==> config.mk <==
export PLATFORM = sky130hd
export DESIGN_NAME = adc_scan_sequencer
export DESIGN_NICKNAME = d
export VERILOG_FILES = /design/src/rtl/adc_scan_sequencer.sv
export SDC_FILE = /design/constraint.sdc
export NUM_CORES = 1
export LEC_CHECK = 0
export CAP_MARGIN = 25
export CORE_ASPECT_RATIO = 0.75
export CORE_UTILIZATION = 60
export CTS_CLUSTER_SIZE = 16
export DETAILED_ROUTE_END_ITERATION = 12
export PLACE_DENSITY = 0.85
export SLEW_MARGIN = 20
export SYNTH_ARGS = -nofsm -noshare
export SYNTH_HDL_FRONTEND = slang
export SYNTH_SLANG_ARGS = --single-unit
==> constraint.sdc <==
create_clock -name clk -period 5.98 [get_ports clk]
set_clock_uncertainty 0.2 [all_clocks]
set_input_delay 0.598 -clock clk [delete_from_list [all_inputs] [get_ports clk]]
set_output_delay 0.598 -clock clk [all_outputs]
set_load 0.1 [all_outputs]
==> src/rtl/adc_scan_sequencer.sv <==
// adc_scan_sequencer: scans masked mux channels through one shared ADC, averaging 2^AVG_BITS samples per result.
// Optional ADC_SCAN_TIMEOUT_EN adds a sample watchdog and the timeout_err output.
module adc_scan_sequencer #(
   parameter int NUM_CH         = 4,
   parameter int CH_BITS        = 2,
   parameter int ADC_WIDTH      = 8,
   parameter int SETTLE_SAMPLES = 2,
   parameter int AVG_BITS       = 2,
   parameter int RST_CYCLES     = 4,
   parameter int TIMEOUT_CYCLES = 65535
) (
   input  logic                 clk,
   input  logic                 rst,
   input  logic                 run,
   input  logic [NUM_CH-1:0]    ch_mask,
   input  logic                 adc_sample_rdy,
   input  logic [ADC_WIDTH-1:0] adc_data,
   output logic                 adc_rstn,
   output logic [CH_BITS-1:0]   mux_sel,
   output logic                 res_valid,
   input  logic                 res_ready,
   output logic [ADC_WIDTH-1:0] res_data,
   output logic [CH_BITS-1:0]   res_ch,
   output logic                 busy,
   output logic                 scan_done
`ifdef ADC_SCAN_TIMEOUT_EN
   ,
   output logic                 timeout_err
`endif
);
   localparam int AW   = ADC_WIDTH + AVG_BITS;
   localparam int NAVG = 1 << AVG_BITS;
   typedef enum logic [2:0] {IDLE, SWITCH, SETTLE, ACCUM, OUTPUT} state_t;
   state_t state;
   logic [CH_BITS-1:0] cur_ch, lo_ch, hi_ch, nxt_ch;
   logic hi_ok, hs;
   logic [15:0] cnt;
   logic [AW-1:0] acc;
`ifdef ADC_SCAN_TIMEOUT_EN
   localparam int TW = $clog2(TIMEOUT_CYCLES + 1);
   logic [TW-1:0] tcnt;
`endif
   assign hs       = res_valid & res_ready;
   assign adc_rstn = !(state == IDLE || state == SWITCH);
   assign busy     = state != IDLE;
   assign nxt_ch   = hi_ok ? hi_ch : lo_ch;
   // lo_ch: lowest enabled channel; hi_ch: lowest enabled channel above cur_ch
   always_comb begin
      lo_ch = '0;
      hi_ch = '0;
      hi_ok = 1'b0;
      for (int i = NUM_CH - 1; i >= 0; i--) begin
         if (ch_mask[i]) lo_ch = CH_BITS'(i);
         if (ch_mask[i] && i > int'(cur_ch)) begin
            hi_ch = CH_BITS'(i);
            hi_ok = 1'b1;
         end
      end
   end
   always_ff @(posedge clk) begin
      if (rst) begin
         state     <= IDLE;
         cur_ch    <= '0;
         mux_sel   <= '0;
         res_valid <= 1'b0;
         res_data  <= '0;
         res_ch    <= '0;
         scan_done <= 1'b0;
         cnt       <= '0;
         acc       <= '0;
`ifdef ADC_SCAN_TIMEOUT_EN
         timeout_err <= 1'b0;
         tcnt        <= '0;
`endif
      end else begin
         scan_done <= 1'b0;
`ifdef ADC_SCAN_TIMEOUT_EN
         timeout_err <= 1'b0;
         tcnt <= (adc_sample_rdy || !(state == SETTLE || state == ACCUM)) ? '0 : tcnt + 1'b1;
`endif
         case (state)
            IDLE: if (run && ch_mask != '0) begin
               cur_ch  <= lo_ch;
               mux_sel <= lo_ch;
               cnt     <= '0;
               state   <= SWITCH;
            end
            SWITCH: if (cnt == 16'(RST_CYCLES - 1)) begin
               cnt   <= '0;
               acc   <= '0;
               state <= (SETTLE_SAMPLES == 0) ? ACCUM : SETTLE;
            end else cnt <= cnt + 1'b1;
            SETTLE: if (adc_sample_rdy) begin
               if (cnt == 16'(SETTLE_SAMPLES - 1)) begin
                  cnt   <= '0;
                  acc   <= '0;
                  state <= ACCUM;
               end else cnt <= cnt + 1'b1;
            end
`ifdef ADC_SCAN_TIMEOUT_EN
            else if (tcnt == TW'(TIMEOUT_CYCLES)) begin
               timeout_err <= 1'b1;
               res_data    <= '1;
               res_ch      <= cur_ch;
               res_valid   <= 1'b1;
               state       <= OUTPUT;
            end
`endif
            ACCUM: if (adc_sample_rdy) begin
               if (cnt == 16'(NAVG - 1)) begin
                  res_data  <= ADC_WIDTH'((acc + AW'(adc_data)) >> AVG_BITS);
                  res_ch    <= cur_ch;
                  res_valid <= 1'b1;
                  state     <= OUTPUT;
               end else begin
                  acc <= acc + AW'(adc_data);
                  cnt <= cnt + 1'b1;
               end
            end
`ifdef ADC_SCAN_TIMEOUT_EN
            else if (tcnt == TW'(TIMEOUT_CYCLES)) begin
               timeout_err <= 1'b1;
               res_data    <= '1;
               res_ch      <= cur_ch;
               res_valid   <= 1'b1;
               state       <= OUTPUT;
            end
`endif
            OUTPUT: if (hs) begin
               res_valid <= 1'b0;
               scan_done <= !hi_ok;
               cnt       <= '0;
               acc       <= '0;
               cur_ch    <= nxt_ch;
               // same channel again: ADC already settled on it, so skip switch and settle
               if (!run || ch_mask == '0) state <= IDLE;
               else if (nxt_ch != cur_ch) begin
                  mux_sel <= nxt_ch;
                  state   <= SWITCH;
               end else state <= ACCUM;
            end
            default: state <= IDLE;
         endcase
      end
   end
endmodule

==> flow_summary.ini <==
[hold_path]
worstHoldStart = res_data[2]
min_path_cells = 2
hold_path.class = flip-flop to flip-flop
whs_endpoint = res_data[2]

[routing]
ant_nets = 0
drt_first_pass_iters = 4
drt-vias-per-instance = 5.94
via_count = 2473
drc_errors = 0
drt_iter0_markers = 182
wl_um = 6100
wire_per_inst_um = 14.7

[clock_tree]
clk_latency_ps = 300
cts_tree = done
path_clk_slew_ps = 90
hold_buffers = 0
clock-sinks = 45
htree_levels = 2
post_cts_resized = 0
post_cts_buffers = 0
cts_root_buffer = clkbuf_8
cts_inserted_buffers = 5
clockBufferDepth = 2

[finish]
drive_gt1_share_pct = 5.54
nFillCells = 334
post-route-util_pct = 74.5
area_growth_pct = 16.7
finalNetCount = 388
diodes = 0

[critical_path]
endpoint_kind = flip-flop
startpoint_type = primary input
arrival_ps = 3130
r2r-end = acc[1]
crit_chain = clkdlybuf4s50_1 -> o41ai_1 -> or2_2 -> nand2_1 -> a21o_1 -> a211oi_1
path_class = primary input to flip-flop
reg2reg_slack_ps = 3250
reg2regPathDepth = 7
cp_max_fo = 14
reg2reg_from = cnt[0]
cp.required_ps = 6000
cpMaxStageDelayCell = o41ai_1
crit_path_max_incr_delay_ps = 800

[synth]
yosysMostFrequentCell = dfxtp_1
synth_area_per_cell_um2 = 7.91
synth_edf_count = 0
ys.flop_type = dfxtp_1
syn_nets = 363
synthTopCellsByCount = 45 x dfxtp_1, 40 x nand2_1, 34 x nor2_1
ys_ff_latch = 45
synthArstFlopShare_pct = 0
synth_seq_area_share_pct = 34.0
synth_top_area_share_pct = 34.0
ys_warn_count = 0
synth_area_leaders = dfxtp_1 34%, a21oi_1 6.0%, nand2_1 5.7%
syn_inst = 335
synth_cell_types = 53
syn_area_um2 = 2650
yosys.area.top_type = dfxtp_1

[global_route]
grt_max_degree = 31
grt_overflow = 0
antenna_found_initial = 0
grt_pass1_wl_um = 9820
grt_util_all_layers_pct = 26.9
grt_pass1_vias = 2129

[run]
drv_cap = 0

[power]
power_switching_mw = 0.167
p_per_area_nw_per_um2 = 207
ir_drop_uv = 152
p_leak_nw = 1.10
pwr-share-clk_pct = 37.5
switching_share_pct = 26.0
power_mw = 0.640
pwr-share-comb_pct = 14.0
internal-power_mw = 0.474
seqPwrFrac_pct = 48.5

[timing]
timing.hold.ws_ps = 255
drv_slew = 0
final.period_utilization_pct = 52.0
finalSetupViolCount = 0
finalSetupTns_ps = 0
hold_viol_final = 0
fin_crit_ps = 3110
worst_pin_slew_ps = 985
slew_headroom_pct = 34.2
max_freq_mhz = 321
rsz0062_at_grt = false

[floorplan]
fp.coreArea_um2 = 4150
dieArea_um2 = 4690
die_h_um = 59.6
row_count = 20
die_x_um = 78.8
initial_utilization_pct = 63.8
pin_count = 33

[place]
portBuffers = 32
gp_congestion = 0.893
dp_hpwl_um = 4240

[status]
status = finished clean
==> layout by cell type (no fill, tap or decap), drive strengths merged, types with 3 or more instances in the layout <==
| cell type | count |
|---|---|
| inv | 11 |
| nor3b | 3 |
| and2 | 5 |
| nor2 | 34 |
| xor2 | 12 |
| and3 | 6 |
| clkdlybuf4s50 | 32 |
| nand3b | 3 |
| a211oi | 4 |
| clkbuf | 7 |
| nor2b | 3 |
| nand2b | 3 |
| a21oi | 33 |
| o21ai | 16 |
| or3 | 6 |
| nor3 | 6 |
| ha | 10 |
| nand2 | 40 |
| dfxtp | 45 |
| or3b | 3 |
| nor4 | 5 |
| xnor2 | 7 |
| or2 | 3 |
| nand4 | 11 |
| o21a | 3 |
| o32ai | 3 |
| o31ai | 5 |
| nand3 | 16 |
==> layout make-up <==
type                    instances  area [um^2]  area share, %
clock inverters                 1         30.0          0.971
clock buffers                   7         86.3           2.79
inverters                      11         41.3           1.33
multi-input cells             264         1640           53.0
repair buffers                 33          328           10.6
flip-flops and latches         45          901           29.1
well taps                      55         68.8           2.22
==> how the worst max path moves through the flow <==
stage                          start  slack [ps]  cells after the start       end
after floorplan            res_valid        3360                      7    acc[1]
after global placement    ch_mask[1]        2730                      6    cnt[1]
after detailed placement  ch_mask[1]        2610                      6    cnt[1]
after CTS                   state[1]        2890                      2  adc_rstn
after global routing      ch_mask[1]        2660                      6    cnt[1]
final                     ch_mask[1]        2870                      6    cnt[1]
==> worst max-delay path: cells and delay by family <==
kind / cells / cell delay [ps]
AND/OR/NAND/NOR: 2 / 530
buffers and inverters: 1 / 510
AO/OA/AOI/OAI: 3 / 1480
==> stage by stage <==
stage	instance area, um^2	instances	setup slack, ps
floorplan	2650	335	3360
global placement	2980	408	2730
detailed placement	2980	408	2610
CTS	3090	416	2890
global route	3090	416	2660
finish	3090	416	2870
==> state kept, by name, indices dropped and copies added, names as in the netlist <==
signal and flops:
res_data 8, scan_done 1, acc 10, cur_ch 2
mux_sel 2, state 3, res_ch 2, res_valid 1
cnt 16
==> routing by layer <==
metal | vias to the layer above | GRT usage (%) | wire length [um]
li1 | 1257 | - | -
met1 | 1135 | 37.5 | 3030
met2 | 74 | 42.6 | 2680
met3 | 7 | 5.38 | 335
met4 | 0 | 6.88 | 60
met5 | - | 0 | 0
==> cells by family after synthesis <==
logic type               count (synthesis)  share of synthesized area [%]
AO/OA/AOI/OAI                           82                           20.2
XOR/XNOR                                19                           6.28
adder cells (fa/ha/maj)                 11                           5.47
buffers and inverters                   26                           4.25
flip-flops                              45                           34.0
multiplexers                             2                          0.755
AND/OR/NAND/NOR                        150                           29.1
==> power by group through the flow <==
stage / sequential [mW] / clock, mW / combinational [mW]
CTS: 0.311 / 0.241 / 0.0889
floorplan: 0.321 / 0 / 0.0580
detailed placement: 0.318 / 0 / 0.0880
global placement: 0.317 / 0 / 0.0860
finish: 0.311 / 0.240 / 0.0896
global route: 0.312 / 0.254 / 0.0971
Note: power is estimated with default switching activity, not from simulation.
